<file path="config.mk">
export PLATFORM = sky130hd
export DESIGN_NAME = datapath_sequencer
export DESIGN_NICKNAME = d
export VERILOG_FILES = /design/src/rtl/flow_isa_pkg.sv /design/src/rtl/instruction_decoder.sv /design/src/rtl/datapath_sequencer.sv
export SDC_FILE = /design/constraint.sdc
export NUM_CORES = 1
export LEC_CHECK = 0
export CAP_MARGIN = 20
export CORE_UTILIZATION = 48
export CTS_CLUSTER_DIAMETER = 60
export DETAILED_ROUTE_END_ITERATION = 7
export GPL_TIMING_DRIVEN = 0
export PLACE_DENSITY = 0.88
export SLEW_MARGIN = 30
export SYNTH_ARGS = -nofsm -noshare
export SYNTH_HDL_FRONTEND = slang
export SYNTH_HIERARCHICAL = 1
export SYNTH_SLANG_ARGS = --single-unit
</file>
<file path="constraint.sdc">
create_clock -name clock -period 3.1 [get_ports clock]
set_input_delay 0.93 -clock clock [delete_from_list [all_inputs] [get_ports clock]]
set_output_delay 0.93 -clock clock [all_outputs]
set_load 0.005 [all_outputs]
</file>
<file path="src/rtl/flow_isa_pkg.sv">
// Shared instruction-set definitions for the datapath sequencer:
// opcode and load-source encodings, instruction field positions,
// sequencer state encoding and the decoded control bundle.
package flow_isa_pkg;

   // Opcodes, instruction bits [15:12]
   localparam logic [3:0] OP_NOP       = 4'h0;
   localparam logic [3:0] OP_ALU_FIRST = 4'h1;
   localparam logic [3:0] OP_ALU_LAST  = 4'h7;
   localparam logic [3:0] OP_ADDI      = 4'h8;
   localparam logic [3:0] OP_LOAD      = 4'h9;
   localparam logic [3:0] OP_STORE     = 4'hA;
   localparam logic [3:0] OP_PUSH      = 4'hB;
   localparam logic [3:0] OP_POP       = 4'hC;
   localparam logic [3:0] OP_SKZ       = 4'hD;
   localparam logic [3:0] OP_PLOT      = 4'hE;
   localparam logic [3:0] OP_HALT      = 4'hF;

   // Register-file write source
   localparam logic [1:0] LOAD_NONE = 2'b00;
   localparam logic [1:0] LOAD_ALU  = 2'b01;
   localparam logic [1:0] LOAD_MEM  = 2'b10;
   localparam logic [1:0] LOAD_STK  = 2'b11;

   // Instruction field positions
   localparam int OP_MSB = 15;
   localparam int OP_LSB = 12;
   localparam int RD_MSB = 11;
   localparam int RD_LSB = 8;
   localparam int RA_MSB = 7;
   localparam int RA_LSB = 4;
   localparam int RB_MSB = 3;
   localparam int RB_LSB = 0;

   typedef enum logic [2:0] {
      ST_FETCH  = 3'd0,
      ST_DECODE = 3'd1,
      ST_EXEC   = 3'd2,
      ST_WAIT   = 3'd3,
      ST_HALT   = 3'd4,
      ST_ERROR  = 3'd5
   } seq_state_t;

   // Every datapath control except the PC strobe
   typedef struct packed {
      logic [3:0]  alu_op;
      logic [3:0]  a_sel;
      logic [3:0]  b_sel;
      logic [15:0] a_alt;
      logic [15:0] b_alt;
      logic        a_src;
      logic        b_src;
      logic [3:0]  out_sel;
      logic [1:0]  load_src;
      logic        st_mem;
      logic        st_stk;
      logic [3:0]  color;
      logic [3:0]  coord;
      logic        plot;
   } ctrl_bundle_t;

   function automatic logic [3:0] field_op(input logic [15:0] w);
      return w[OP_MSB:OP_LSB];
   endfunction

endpackage

</file>
<file path="src/rtl/instruction_decoder.sv">
// Combinational decode of the latched instruction into the full datapath
// control bundle as it must appear during EXEC. The sequencer decides in
// which cycles (if any) the bundle actually reaches the datapath.
module instruction_decoder
   import flow_isa_pkg::*;
(
   input  logic [15:0]  instr,
   output ctrl_bundle_t ctrl,
   output logic         is_halt,
   output logic         is_memop,
   output logic         is_skz
);

   logic [3:0] op_s;
   logic [3:0] rd_s;
   logic [3:0] ra_s;
   logic [3:0] rb_s;
   logic       is_alu_s;

   assign op_s     = field_op(instr);
   assign rd_s     = instr[RD_MSB:RD_LSB];
   assign ra_s     = instr[RA_MSB:RA_LSB];
   assign rb_s     = instr[RB_MSB:RB_LSB];
   assign is_alu_s = (op_s >= OP_ALU_FIRST) && (op_s <= OP_ALU_LAST);
   assign is_halt  = (op_s == OP_HALT);
   assign is_memop = (op_s >= OP_LOAD) && (op_s <= OP_POP);
   assign is_skz   = (op_s == OP_SKZ);

   // Map opcode and register fields onto the EXEC-cycle control bundle
   always_comb begin
      ctrl = '0;
      case (op_s)
         OP_ADDI: begin
            ctrl.alu_op   = 4'd1;
            ctrl.a_sel    = ra_s;
            ctrl.b_src    = 1'b1;
            ctrl.b_alt    = {12'h000, rb_s};
            ctrl.out_sel  = rd_s;
            ctrl.load_src = LOAD_ALU;
         end
         OP_LOAD: begin
            ctrl.a_sel    = ra_s;
            ctrl.out_sel  = rd_s;
            ctrl.load_src = LOAD_MEM;
         end
         OP_STORE: begin
            ctrl.a_sel  = ra_s;
            ctrl.b_sel  = rb_s;
            ctrl.st_mem = 1'b1;
         end
         OP_PUSH: begin
            ctrl.b_sel  = rb_s;
            ctrl.st_stk = 1'b1;
         end
         OP_POP: begin
            ctrl.out_sel  = rd_s;
            ctrl.load_src = LOAD_STK;
         end
         OP_PLOT: begin
            ctrl.color = rd_s;
            ctrl.coord = ra_s;
            ctrl.plot  = 1'b1;
         end
         default: begin
            // NOP, SKZ and HALT drive nothing; 1..7 are register ALU ops
            if (is_alu_s) begin
               ctrl.alu_op   = op_s;
               ctrl.a_sel    = ra_s;
               ctrl.b_sel    = rb_s;
               ctrl.out_sel  = rd_s;
               ctrl.load_src = LOAD_ALU;
            end else begin
               ctrl = '0;
            end
         end
      endcase
   end

endmodule

</file>
<file path="src/rtl/datapath_sequencer.sv">
// Fetch/decode/execute controller for the datapath. Latches the instruction
// at PC, decodes it and drives the datapath controls one instruction at a
// time; stops on HALT or on a datapath error. All outputs are registered
// from the next state so they line up with the state they belong to.
// Optional build macro: DATAPATH_SEQUENCER_TRACE_EN adds trace_valid /
// trace_instr and a simulation trace of each executed instruction.
module datapath_sequencer
   import flow_isa_pkg::*;
#(
   parameter int MEM_LATENCY = 1,
   parameter bit ERROR_CHECK = 1'b1
)(
   input  logic        clock,
   input  logic        resetn,
   input  logic        run,
   input  logic [15:0] current_instruction,
   input  logic [15:0] zeroflag,
   input  logic [15:0] signflag,
   input  logic [15:0] overflow,
   input  logic [15:0] errorbit,
   output logic        program_counter_increment,
   output logic [3:0]  alu_op,
   output logic [3:0]  alu_a_select,
   output logic [3:0]  alu_b_select,
   output logic [15:0] alu_a_altern,
   output logic [15:0] alu_b_altern,
   output logic        alu_a_source,
   output logic        alu_b_source,
   output logic [3:0]  alu_out_select,
   output logic [1:0]  alu_load_src,
   output logic        alu_store_to_mem,
   output logic        alu_store_to_stk,
   output logic [3:0]  vga_color_select,
   output logic [3:0]  vga_coord_select,
   output logic        vga_plot,
   output logic        halted,
   output logic        error
`ifdef DATAPATH_SEQUENCER_TRACE_EN
   ,
   output logic        trace_valid,
   output logic [15:0] trace_instr
`endif
);

   localparam logic [3:0] WAIT_LAST = 4'(MEM_LATENCY - 1);

   seq_state_t   state_r, state_next_s;
   logic [15:0]  ir_r, ir_next_s;
   logic [3:0]   wait_cnt_r, wait_cnt_next_s;
   logic         skip_r, skip_next_s;
   logic         post_exec_r, post_exec_next_s;

   ctrl_bundle_t dec_ctrl_s;
   logic         dec_halt_s;
   logic         dec_memop_s;
   logic         dec_skz_s;

   ctrl_bundle_t ctrl_next_s, ctrl_r;
   logic         pc_inc_next_s, pc_inc_r;
   logic         halted_r, error_r;

   // Only bit 0 of each flag word is meaningful to the sequencer
   logic         unused_flags_s;
   assign unused_flags_s = ^{zeroflag[15:1], signflag, overflow, errorbit[15:1]};

   instruction_decoder u_decoder (
      .instr    (ir_r),
      .ctrl     (dec_ctrl_s),
      .is_halt  (dec_halt_s),
      .is_memop (dec_memop_s),
      .is_skz   (dec_skz_s)
   );

   // Next-state logic plus the control word for the state being entered
   always_comb begin
      state_next_s     = state_r;
      ir_next_s        = ir_r;
      wait_cnt_next_s  = wait_cnt_r;
      skip_next_s      = 1'b0;
      post_exec_next_s = 1'b0;
      ctrl_next_s      = '0;
      pc_inc_next_s    = 1'b0;

      case (state_r)
         ST_FETCH: begin
            if (ERROR_CHECK && post_exec_r && errorbit[0]) begin
               state_next_s = ST_ERROR;
            end else if (skip_r) begin
               // Skip cycle: the second PC bump happens here, nothing latched
               state_next_s = ST_FETCH;
            end else if (run) begin
               ir_next_s    = current_instruction;
               state_next_s = ST_DECODE;
            end else begin
               state_next_s = ST_FETCH;
            end
         end
         ST_DECODE: begin
            if (dec_halt_s) begin
               state_next_s = ST_HALT;
            end else if (dec_memop_s && (MEM_LATENCY > 0)) begin
               wait_cnt_next_s = 4'd0;
               state_next_s    = ST_WAIT;
            end else begin
               state_next_s = ST_EXEC;
            end
         end
         ST_WAIT: begin
            if (wait_cnt_r == WAIT_LAST) begin
               state_next_s = ST_EXEC;
            end else begin
               wait_cnt_next_s = wait_cnt_r + 4'd1;
            end
         end
         ST_EXEC: begin
            state_next_s     = ST_FETCH;
            post_exec_next_s = 1'b1;
            skip_next_s      = dec_skz_s && zeroflag[0];
         end
         ST_HALT:  state_next_s = ST_HALT;
         ST_ERROR: state_next_s = ST_ERROR;
         default:  state_next_s = ST_FETCH;
      endcase

      case (state_next_s)
         ST_EXEC: begin
            ctrl_next_s = dec_ctrl_s;
         end
         ST_WAIT: begin
            // Addresses/operands settle early; writes and strobes wait for EXEC
            ctrl_next_s          = dec_ctrl_s;
            ctrl_next_s.load_src = LOAD_NONE;
            ctrl_next_s.st_mem   = 1'b0;
            ctrl_next_s.st_stk   = 1'b0;
            ctrl_next_s.plot     = 1'b0;
         end
         default: begin
            ctrl_next_s = '0;
         end
      endcase

      pc_inc_next_s = (state_next_s == ST_EXEC) || skip_next_s;
   end

   // State, instruction register and registered control outputs
   always_ff @(posedge clock or negedge resetn) begin
      if (!resetn) begin
         state_r     <= ST_FETCH;
         ir_r        <= 16'h0000;
         wait_cnt_r  <= 4'd0;
         skip_r      <= 1'b0;
         post_exec_r <= 1'b0;
         ctrl_r      <= '0;
         pc_inc_r    <= 1'b0;
         halted_r    <= 1'b0;
         error_r     <= 1'b0;
      end else begin
         state_r     <= state_next_s;
         ir_r        <= ir_next_s;
         wait_cnt_r  <= wait_cnt_next_s;
         skip_r      <= skip_next_s;
         post_exec_r <= post_exec_next_s;
         ctrl_r      <= ctrl_next_s;
         pc_inc_r    <= pc_inc_next_s;
         halted_r    <= (state_next_s == ST_HALT) || (state_next_s == ST_ERROR);
         error_r     <= (state_next_s == ST_ERROR);
      end
   end

   assign program_counter_increment = pc_inc_r;
   assign alu_op           = ctrl_r.alu_op;
   assign alu_a_select     = ctrl_r.a_sel;
   assign alu_b_select     = ctrl_r.b_sel;
   assign alu_a_altern     = ctrl_r.a_alt;
   assign alu_b_altern     = ctrl_r.b_alt;
   assign alu_a_source     = ctrl_r.a_src;
   assign alu_b_source     = ctrl_r.b_src;
   assign alu_out_select   = ctrl_r.out_sel;
   assign alu_load_src     = ctrl_r.load_src;
   assign alu_store_to_mem = ctrl_r.st_mem;
   assign alu_store_to_stk = ctrl_r.st_stk;
   assign vga_color_select = ctrl_r.color;
   assign vga_coord_select = ctrl_r.coord;
   assign vga_plot         = ctrl_r.plot;
   assign halted           = halted_r;
   assign error            = error_r;

`ifdef DATAPATH_SEQUENCER_TRACE_EN
   logic        trace_valid_r;
   logic [31:0] pc_inc_count_r;

   // Trace strobe aligned with EXEC and running count of PC advances
   always_ff @(posedge clock or negedge resetn) begin
      if (!resetn) begin
         trace_valid_r  <= 1'b0;
         pc_inc_count_r <= 32'd0;
      end else begin
         trace_valid_r  <= (state_next_s == ST_EXEC);
         pc_inc_count_r <= pc_inc_count_r + {31'd0, pc_inc_r};
      end
   end

   // Simulation-only log line for every executed instruction
   always_ff @(posedge clock) begin
      if (state_r == ST_EXEC) begin
         $display("trace: pc_inc_count=%0d ir=%h", pc_inc_count_r, ir_r);
      end else begin
      end
   end

   assign trace_valid = trace_valid_r;
   assign trace_instr = ir_r;
`endif

endmodule

</file>
==> run_results.csv <==
group,metric,value,unit
cells_and_area,multi_input_area,1320,sq um
placement,portBuffers,86,
clock_network,cts_resized,0,
drt,detailedRoute.firstPassIterationCount,4,
sta,finalSetupViolCount,0,
synthesis,synth_cell_types,43,
sta,worst_pin_slew,0.499,ns
drt,route.detailed.vias_per_inst,4.50,
synthesis,synth_area,3860,sq um
placement,placedInstanceArea,4980,sq um
sta,slew-limit-headroom,66.5,%
sta,final_critical_path_time_including_i_o_delays_and_setup,2.19,ns
sta,hold_ws,0.391,ns
global_routing,grt.total_usage,19.0,%
sta,fmax,457,MHz
cells_and_area,share_of_cells_above_drive_strength_1,18.6,%
global_routing,grt_max_degree,76,
flow_run,max-cap-violations,0,
clock_network,clock_slew_at_reported_path_ffs,0.09,ns
sta,drv_slew,0,
floorplanning,design.core.area,7770,sq um
outcome,run_status,"finished clean",
drt,drc,0,
floorplanning,row_count,32,
clock_network,post_cts_hold_buffer_count,0,
clock_network,tritoncts,"built",
sta,hold_viol_final,0,
sta,rsz_0062_raised_after_global_routing,"false",
synthesis,postSynthRegisterBits,91,
clock_network,ctsLongestPathBuffers,2,
synthesis,synth_warnings,6,
cells_and_area,final_layout_fill_cell_count,596,
critical_path,required,3.34,ns
cells_and_area,antenna_diode_instance_count,0,
drt,final_antenna_net_count,0,
clock_network,post_cts_buffers,0,
drt,detailedRoute.firstIterationViolations,78,
critical_path,crit_path_max_fanout,10,
synthesis,synth_edf_count,0,
cells_and_area,stdcell_area,5180,sq um
critical_path,timing_worst_setup_path_type,"in -> reg",
critical_path,cp-start-kind,"input pin",
critical_path,worst_setup_path_end_kind,"flop",
global_routing,grt_antenna_before_repair,0,
floorplanning,die_w,91.6,microns
drt,route.vias.total,2440,
cells_and_area,syn2layout_area_growth,34.2,%
drt,routed_wl,7.15,mm
sta,clock_skew,0.00981,ns
min_path,hold_path_class,"in -> async",
floorplanning,floorplan.initialDensity,49.7,%
synthesis,synth-main-ff-cell,"dfrtp_1",
cells_and_area,final-seq-area,2280,sq um
drt,avgRoutedWirePerCell,13.2,microns
critical_path,critical_path_arrival,2.43,ns
sta,final_clock_period_utilization_by_the_worst_path,70.5,%
critical_path,ff2ff_path_depth,8,
floorplanning,ioPinCount,149,
placement,gpl.final_weighted_congestion,0.743,
synthesis,avgSynthCellArea,12.5,sq um
placement,place.detailed.hpwl,5.29,mm
floorplanning,design.die.area,8400,sq um
global_routing,grt_pass1_vias,2619,
clock_network,clock_latency,0.36,ns
pwr,power_per_cell_area,396,nW/um^2
pwr,vdd_drop_max,225,uV
clock_network,htree_num_levels,3,
synthesis,postSynth.asyncResetShare,100,%
synthesis,synth_seq_area_share,59.0,%
global_routing,globalRouteOverflowTotal,0,
floorplanning,overall_die_height,91.6,microns
clock_network,cts_sinks,91,
critical_path,reg2reg_slack,1.03,ns
global_routing,global_route_wire_length_before_repair,12.0,mm
clock_network,cts_made_buffers,9,
synthesis,synthesis.instances,308,
cells_and_area,finalNetCount,520,
pwr,leakagePower,0.00246,uW
clock_network,ctsRootBufferMaster,"clkbuf_8",
## final cells by class
class                      instances  area share, %
sequential                        91           44.0
inverter                          13          0.943
clock buffer                      10           2.47
multi-input combinational        190           25.5
tap                              102           2.47
buffer                            43           6.14
timing repair buffer              87           17.2
clock inverter                     6           1.26
## per-layer routing
layer	share of wire, %	up-vias	global-route usage (%)
met5	0	-	0
met4	1.7	0	7.94
met3	5.7	10	4.23
met2	51	74	33.0
met1	41	1166	22.7
li1	-	1190	-
## worst max-delay path, cell delays in order
cell and delay, ns:
clkdlybuf4s50_1 0.46, and3_1 0.17, a21boi_4 0.37, buf_12 0.20, mux2_4 0.30
## Yosys cell counts (2+ instances only)
library cell / n / share of area, %
a211oi_1: 8 / 1.6
a21boi_0: 3 / 0.58
a21o_1: 2 / 0.39
a21oi_1: 6 / 0.78
a21oi_2: 2 / 0.45
and2_1: 75 / 12
and3_1: 2 / 0.32
buf_2: 2 / 0.26
buf_4: 32 / 6.2
buf_6: 2 / 0.58
clkbuf_1: 4 / 0.39
clkbuf_2: 2 / 0.26
dfrtp_1: 91 / 59
ha_1: 2 / 0.65
inv_1: 13 / 1.3
mux2_2: 7 / 2.0
mux2_4: 10 / 3.9
nand2_1: 3 / 0.29
nand2b_1: 2 / 0.32
nand3_1: 2 / 0.26
nand3b_1: 3 / 0.58
nor2_1: 6 / 0.58
nor2b_1: 2 / 0.32
nor3_1: 5 / 0.65
nor4b_4: 2 / 1.2
o21a_1: 2 / 0.39
o21ai_0: 2 / 0.26
## final timing paths
path / startpoint / to
worst max-delay path: run / ir_r[9]
worst min-delay path: resetn / program_counter_increment
worst max register to register: ir_r[15] / alu_a_select[3]
worst min register to register: ir_r[3] / ir_r[3]
max in group asynchronous: resetn / post_exec_r
min in group clock: ir_r[3] / ir_r[3]
## registers in the layout, summed over array words and instances (netlist names), 4 cells and up
| name | count |
|---|---|
| alu_out_select | 4 |
| ir_r | 16 |
| alu_b_altern | 16 |
| wait_cnt_r | 4 |
| alu_op | 4 |
| alu_a_altern | 16 |
| vga_color_select | 4 |
| alu_b_select | 4 |
| vga_coord_select | 4 |
| alu_a_select | 4 |
## power by group
part | leakage, uW | switching (uW) | internal [uW] | total, uW
registers | 0.00125 | 0 | 1190 | 1190
logic | 0.00111 | 35.3 | 49.6 | 84.8
clock network | 0.0000966 | 406 | 374 | 780
## kinds of logic (layout without fill, tap and decap cells)
family | after synthesis | in the layout | share of synthesized area (%)
compound gates | 30 | 30 | 5.74
buf+inv | 56 | 159 | 9.50
other cells | 1 | 30 | 0.0972
mux | 17 | 17 | 5.94
fa+ha+maj | 2 | 2 | 0.649
flops | 91 | 91 | 59.0
xor+xnor | 1 | 1 | 0.227
simple gates | 110 | 110 | 18.8
## cell usage in the layout, fill, tap and decap left out, types with 3 or more instances in the layout
master,netlist,layout
mux2_4,10,10
nor2_1,6,6
nand3b_1,3,3
clkbuf_1,4,5
clkdlybuf4s50_1,0,85
a21boi_0,3,3
a21oi_1,6,6
buf_6,2,3
nand2_1,3,3
conb_1,1,30
buf_4,32,32
mux2_2,7,7
dfrtp_1,91,91
nor3_1,5,5
and2_1,75,75
clkbuf_8,0,9
a211oi_1,8,8
inv_1,13,13
## metrics by stage
stage	utilization [%]	setup TNS (ns)	instances	power [uW]	worst slack (ns)
2_1_floorplan	-	0	337	1240	1.17
3_5_place_dp	64.2	0	526	1290	0.551
3_3_place_gp	63.8	-180.48	525	1290	-1.99
6_report	66.6	0	542	2050	0.913
5_1_grt	66.6	0	542	2130	0.852
4_1_cts	66.6	0	542	2070	0.909
(Power assumes the default switching activity.)
